[src/rtl/input_trigger_pkg.sv]
// Shared definitions for the input trigger sequencer: FSM state encoding,
// edge selection codes and the counter width helper.
package input_trigger_pkg;

  typedef enum logic [2:0] {
    ST_READY   = 3'd0,
    ST_INC     = 3'd1,
    ST_SETTLE  = 3'd2,
    ST_REFRESH = 3'd3,
    ST_BLOCK   = 3'd4,
    ST_HOLD    = 3'd5
  } state_e;

  localparam logic [1:0] EDGE_RISE = 2'b00;
  localparam logic [1:0] EDGE_FALL = 2'b01;
  localparam logic [1:0] EDGE_BOTH = 2'b10;
  localparam logic [1:0] EDGE_NONE = 2'b11;

  // Smallest counter width able to hold the largest of the three interval lengths.
  function automatic int unsigned cnt_width_min(input int unsigned deb_time,
                                                input int unsigned repeat_time,
                                                input int unsigned settle_cycles);
    int unsigned max_v;
    max_v = deb_time;
    if (repeat_time > max_v) begin
      max_v = repeat_time;
    end else begin
      max_v = max_v;
    end
    if (settle_cycles > max_v) begin
      max_v = settle_cycles;
    end else begin
      max_v = max_v;
    end
    return $clog2(max_v + 32'd1);
  endfunction

endpackage

[src/rtl/trig_sync.sv]
// Parameterised-width two-flop synchroniser for raw asynchronous inputs.
module trig_sync #(
  parameter int unsigned WIDTH = 1
) (
  input  logic             clk,
  input  logic             reset_n,
  input  logic [WIDTH-1:0] d,
  output logic [WIDTH-1:0] q
);

  logic [WIDTH-1:0] meta_r;
  logic [WIDTH-1:0] sync_r;

  // Two-stage resynchronisation into the clk domain.
  always_ff @(posedge clk or negedge reset_n) begin
    if (!reset_n) begin
      meta_r <= {WIDTH{1'b0}};
      sync_r <= {WIDTH{1'b0}};
    end else begin
      meta_r <= d;
      sync_r <= meta_r;
    end
  end

  assign q = sync_r;

endmodule

[src/rtl/input_trigger_seq.sv]
// Button trigger sequencer: detects selected edges on synchronised inputs,
// emits an increment pulse, waits for carries to settle, emits a refresh
// pulse, then blocks further events for a debounce interval. While a
// triggering channel stays held (and repeat is enabled) it auto-repeats.
// All outputs come straight from flops loaded with next-state decodes, so
// there is no combinational path from trigger to any output.
module input_trigger_seq
  import input_trigger_pkg::*;
#(
  parameter int unsigned CHANNELS      = 6,
  parameter int unsigned DEB_TIME      = 10000,
  parameter int unsigned SETTLE_CYCLES = 10,
  parameter int unsigned REPEAT_TIME   = 500000,
  parameter int unsigned CNT_WIDTH     = 20
) (
  input  logic                clk,
  input  logic                reset_n,
  input  logic [CHANNELS-1:0] trigger,
  input  logic [CHANNELS-1:0] chan_en,
  input  logic [1:0]          edge_mode,
  input  logic                repeat_en,
  output logic [CHANNELS-1:0] inc_pulse,
  output logic                inc_clk,
  output logic                ref_clk,
  output logic                busy
);

  if (CNT_WIDTH < cnt_width_min(DEB_TIME, REPEAT_TIME, SETTLE_CYCLES)) begin : g_cnt_width_chk
    $error("input_trigger_seq: CNT_WIDTH too small for the configured intervals");
  end
  if ((DEB_TIME < 1) || (SETTLE_CYCLES < 1) || (REPEAT_TIME < 1)) begin : g_interval_chk
    $error("input_trigger_seq: interval parameters must be at least 1");
  end

  localparam logic [CNT_WIDTH-1:0] CNT_ZERO   = CNT_WIDTH'(0);
  localparam logic [CNT_WIDTH-1:0] CNT_ONE    = CNT_WIDTH'(1);
  localparam logic [CNT_WIDTH-1:0] SETTLE_END = CNT_WIDTH'(SETTLE_CYCLES - 1);
  localparam logic [CNT_WIDTH-1:0] DEB_END    = CNT_WIDTH'(DEB_TIME - 1);
  localparam logic [CNT_WIDTH-1:0] REP_END    = CNT_WIDTH'(REPEAT_TIME - 1);
  localparam logic [CHANNELS-1:0]  CH_ZERO    = {CHANNELS{1'b0}};

  logic [CHANNELS-1:0]  trig_s;
  logic [CHANNELS-1:0]  edge_s;
  logic [CHANNELS-1:0]  event_s;
  logic [CHANNELS-1:0]  held_s;
  state_e               state_r, state_s;
  logic [CNT_WIDTH-1:0] cnt_r, cnt_s;
  logic [CHANNELS-1:0]  prev_r, prev_s;
  logic [CHANNELS-1:0]  ev_r, ev_s;
  logic [CHANNELS-1:0]  inc_pulse_r, inc_pulse_s;
  logic                 inc_clk_r, inc_clk_s;
  logic                 ref_clk_r, ref_clk_s;
  logic                 busy_r, busy_s;

  trig_sync #(.WIDTH(CHANNELS)) u_trig_sync (
    .clk     (clk),
    .reset_n (reset_n),
    .d       (trigger),
    .q       (trig_s)
  );

  // Edge detection against the last level seen in READY, gated by the enable mask.
  always_comb begin
    edge_s = CH_ZERO;
    case (edge_mode)
      EDGE_RISE: edge_s = trig_s & ~prev_r;
      EDGE_FALL: edge_s = ~trig_s & prev_r;
      EDGE_BOTH: edge_s = trig_s ^ prev_r;
      EDGE_NONE: edge_s = CH_ZERO;
      default:   edge_s = CH_ZERO;
    endcase
    event_s = edge_s & chan_en;
    held_s  = trig_s & ev_r;
  end

  // Next-state, counter, edge history and captured-event logic.
  always_comb begin
    state_s = state_r;
    cnt_s   = cnt_r;
    prev_s  = prev_r;
    ev_s    = ev_r;
    case (state_r)
      ST_READY: begin
        prev_s = trig_s;
        cnt_s  = CNT_ZERO;
        if (|event_s) begin
          ev_s    = event_s;
          state_s = ST_INC;
        end else begin
          state_s = ST_READY;
        end
      end
      ST_INC: begin
        cnt_s   = CNT_ZERO;
        state_s = ST_SETTLE;
      end
      ST_SETTLE: begin
        cnt_s = cnt_r + CNT_ONE;
        if (cnt_r == SETTLE_END) begin
          state_s = ST_REFRESH;
        end else begin
          state_s = ST_SETTLE;
        end
      end
      ST_REFRESH: begin
        cnt_s   = CNT_ZERO;
        state_s = ST_BLOCK;
      end
      ST_BLOCK: begin
        if (cnt_r == DEB_END) begin
          cnt_s = CNT_ZERO;
          if (repeat_en && (|held_s)) begin
            state_s = ST_HOLD;
          end else begin
            state_s = ST_READY;
          end
        end else begin
          cnt_s = cnt_r + CNT_ONE;
        end
      end
      ST_HOLD: begin
        // Release or a fresh edge wins over the repeat timeout; prev is left
        // stale so READY still sees the new edge on its first cycle.
        if ((!(|held_s)) || (|event_s)) begin
          cnt_s   = CNT_ZERO;
          state_s = ST_READY;
        end else if (cnt_r == REP_END) begin
          cnt_s   = CNT_ZERO;
          ev_s    = held_s;
          state_s = ST_INC;
        end else begin
          cnt_s = cnt_r + CNT_ONE;
        end
      end
      default: begin
        cnt_s   = CNT_ZERO;
        state_s = ST_READY;
      end
    endcase
  end

  // Output decode from the next state so the outputs can be registered.
  always_comb begin
    inc_pulse_s = CH_ZERO;
    if (state_s == ST_INC) begin
      inc_pulse_s = ev_s;
    end else begin
      inc_pulse_s = CH_ZERO;
    end
    inc_clk_s = |inc_pulse_s;
    ref_clk_s = (state_s == ST_REFRESH);
    busy_s    = (state_s != ST_READY);
  end

  // State, datapath and output registers; reset aborts any sequence at once.
  always_ff @(posedge clk or negedge reset_n) begin
    if (!reset_n) begin
      state_r     <= ST_READY;
      cnt_r       <= CNT_ZERO;
      prev_r      <= CH_ZERO;
      ev_r        <= CH_ZERO;
      inc_pulse_r <= CH_ZERO;
      inc_clk_r   <= 1'b0;
      ref_clk_r   <= 1'b0;
      busy_r      <= 1'b0;
    end else begin
      state_r     <= state_s;
      cnt_r       <= cnt_s;
      prev_r      <= prev_s;
      ev_r        <= ev_s;
      inc_pulse_r <= inc_pulse_s;
      inc_clk_r   <= inc_clk_s;
      ref_clk_r   <= ref_clk_s;
      busy_r      <= busy_s;
    end
  end

  assign inc_pulse = inc_pulse_r;
  assign inc_clk   = inc_clk_r;
  assign ref_clk   = ref_clk_r;
  assign busy      = busy_r;

endmodule

[config.mk]
export PLATFORM = sky130hd
export DESIGN_NAME = input_trigger_seq
export DESIGN_NICKNAME = d
export VERILOG_FILES = /design/src/rtl/input_trigger_pkg.sv /design/src/rtl/trig_sync.sv /design/src/rtl/input_trigger_seq.sv
export SDC_FILE = /design/constraint.sdc
export NUM_CORES = 1
export LEC_CHECK = 0
export ABC_AREA = 0
export BUFFER_PORTS_ARGS = -buffer_cell sky130_fd_sc_hd__buf_4
export CORE_MARGIN = 5
export CORE_UTILIZATION = 53
export CTS_BUF_LIST = sky130_fd_sc_hd__clkbuf_4 sky130_fd_sc_hd__clkbuf_8 sky130_fd_sc_hd__clkbuf_16
export DETAILED_ROUTE_END_ITERATION = 7
export GPL_TIMING_DRIVEN = 0
export PLACE_DENSITY = 0.83
export SLEW_MARGIN = 20
export SYNTH_ARGS = -nofsm -noshare
export SYNTH_HDL_FRONTEND = slang
export SYNTH_SLANG_ARGS = --single-unit
[constraint.sdc]
create_clock -name clk -period 2.1 [get_ports clk]
set_input_delay 0.21 -clock clk [delete_from_list [all_inputs] [get_ports clk]]
set_output_delay 0.21 -clock clk [all_outputs]
set_load 0.01 [all_outputs]
==> impl_metrics.yaml <==
outcome:
  outcome: "finished, violations left"
  violations: "setup timing"
synth:
  synth-seq-cells: 56
  synth.avg_cell_area_um2: 10.46
  synth_fp_nets: 303
  ys_seq_area_share_pct: 49.25
  yosysWarnings: 0
  synth_edf_count: 0
  synth-main-ff-cell: "dfrtp_1"
  synth_cells: 272
  synth.distinct_cells: 40
  netlist_area_um2: 2845
  async_reset_ff_share_pct: 100.0
cts:
  clkSinkCount: 56
  tritoncts.num_buffers: 5
  root_buffer: "clkbuf_8"
  clk_pin_slew_worst_paths_ps: 100
  htreeDepth: 2
  cts_buffer_depth: 2
  cts_tree: "built"
  clock_latency_ps: 320
routing:
  viasPerCell: 5.526
  vias: 2205
  drc: 0
  wl_per_cell_um: 15.86
  dr.pass1.iters: 4
  totalWireLength_um: 6327
  postRouteAntennaNets: 0
  drtIter0Drc: 172
power:
  p_sw_share_pct: 23.14
  p_per_area_nw_per_um2: 551.5
  p_int_uw: 1532
  power_frac_comb_pct: 8.9
  vdd_drop_max_mv: 0.5305
  p_sw_uw: 461.3
  p_seq_share_pct: 55.1
  cellLeakagePower_uw: 0.001613
  clkPwrFrac_pct: 36.1
setup_path:
  critPathKind: "register to register"
  startpoint_type: "register"
  end_kind: "register"
  cp.arrival_ps: 2480
  cp_max_fo: 6
  cp_data_required_time_ps: 2290
cells_and_area:
  drive_gt1_share_pct: 33.74
  fin_area_um2: 3615
  final_cell_mix: "dfrtp_1, buf_4, nand2_1, nor2_1"
  nNetsFinal: 359
  area_growth_pct: 27.04
  final_common_cell: "dfrtp_1"
  antenna_cells: 0
timing:
  finalWorstSetupSlack_ps: -184.3
  relSlewSlack_pct: 53.25
  worstMarginPinSlew_ps: 701.3
  hold_violations: 0
  rsz0062_at_grt: "yes"
  post-route-period-util_pct: 108.8
  slew_violations: 0
  clock_skew_ps: 8.656
  fmax_mhz: 437.8
  period_minus_slack_ps: 2284
  finalSetupViolCount: 33
die:
  core_um2: 5172
  die_w_um: 83.27
  row_count: 26
  start_util_pct: 55.01
  die_area_um2: 6934
  num_io_pins: 26
  die_h_um: 83.27
placed_design:
  place_ws_ps: -312.3
  postPlaceCellArea_um2: 3196
  dpl.hpwl_um: 3846
  place_congestion: 0.8265
  io_buffers: 25
grt:
  grt_use_met3_pct: 4.653
  met2_usage_pct: 31.56
  overflow: 0
  grt_util_met1_pct: 23.72
  antenna_found_initial: 0
  grt_util_all_layers_pct: 19.05
  grt_max_degree: 57
  grt.busiest_layer: "met2"
  grt_first_pass_wirelength_um: 10650
  grt_pass1_vias: 2301
run:
  drv_cap: 0
worst_hold_path:
  min-delay-path-class: "input port to register"
## power by group through the flow
stage	Clock, µW	Combinational (µW)	Sequential (µW)
2_1_floorplan	0	68.0	1120
3_3_place_gp	0	126	1120
3_5_place_dp	0	129	1120
4_1_cts	735	171	1100
5_1_grt	779	190	1100
6_report	719	177	1100
## metal layers
layer / wire length [µm] / share of wire, % / vias to the layer above
li1: - / - / 1052
met1: 2616 / 41 / 1059
met2: 3167 / 50 / 80
met3: 378 / 6.0 / 14
met4: 165 / 2.6 / 0
met5: 0 / 0 / -
## stage by stage
| stage | utilization, % | hold slack [ps] | TNS (ps) | total power (µW) | std cells |
|---|---|---|---|---|---|
| after floorplan | - | -85.59 | -314.2 | 1187 | 272 |
| after global placement | 61.78 | 287.9 | -5473 | 1247 | 367 |
| after detailed placement | 61.78 | 296.0 | -7050 | 1251 | 367 |
| after CTS | 69.01 | 328.3 | -1251 | 2003 | 398 |
| after global routing | 69.88 | 363.7 | -6564 | 2069 | 399 |
| final | 69.88 | 341.9 | -3228 | 1994 | 399 |
## synth_stat cells, drive strengths merged, types with 7 or more instances
cell type,n,area (µm²)
buf,7,47.54
dfrtp,56,1401
ha,14,175.2
inv,16,60.05
nand2,33,123.9
nand3,12,60.06
nand4,7,58.81
nor2,32,120.1
o211ai,12,150.1
o21ai,19,95.09
xnor2,9,78.83
xor2,10,87.58
## registers in the layout, indices dropped and copies added, names as in the netlist
signal / cells
cnt_r: 20
ev_r: 6
inc_pulse: 6
prev_r: 6
u_trig_sync.meta_r: 6
u_trig_sync.q: 6
state_r: 3
busy: 1
inc_clk: 1
ref_clk: 1
## critical path: stages (launching register included)
cell and delay, ps:
dfrtp_2 440, ha_2 190, mux2_4 280, o211ai_4 210
nand4_4 180, or3b_4 510, o211ai_2 240, a211oi_2 110
## final timing paths
| check | startpoint | endpoint | slack, ps | cells past startpoint |
|---|---|---|---|---|
| worst max-delay path | u_trig_sync.q[4] | inc_pulse[2] | -180 | 7 |
| worst min-delay path | chan_en[4] | ev_r[4] | 340 | 5 |
| worst max register to register | u_trig_sync.q[4] | inc_pulse[2] | -180 | 7 |
| worst min register to register | u_trig_sync.meta_r[2] | u_trig_sync.q[2] | 360 | 0 |
| max in group asynchronous | reset_n | u_trig_sync.q[0] | 1120 | 2 |
| min in group asynchronous | reset_n | u_trig_sync.meta_r[4] | 470 | 2 |
## logic make-up after synthesis
family / after synthesis / share of synthesized area [%]
buffers and inverters: 25 / 4.045
multiplexers: 6 / 2.902
AO/OA/AOI/OAI: 46 / 13.76
adder cells (fa/ha/maj): 14 / 6.157
flip-flops: 56 / 49.25
XOR/XNOR: 19 / 5.849
AND/OR/NAND/NOR: 106 / 18.03
## timing repair
action                     in CTS  in global routing
buffers inserted               16                  1
hold buffers                    7                  0
setup endpoints to repair      35                 36
pin swaps                      24                 16
hold endpoints to repair       62                  0
resized for setup              24                  9
gates cloned                    1                  0
## area by class of cell
type	count	area, µm²
Buffer	8	61.31
Sequential cell	56	1405
Timing Repair Buffer	50	396.6
Clock buffer	5	68.82
Inverter	16	60.06
Tap cell	70	87.58
Clock inverter	3	46.29
Multi-Input combinational cell	191	1489
Fill cell	350	1558
(Power assumes the default switching activity.)
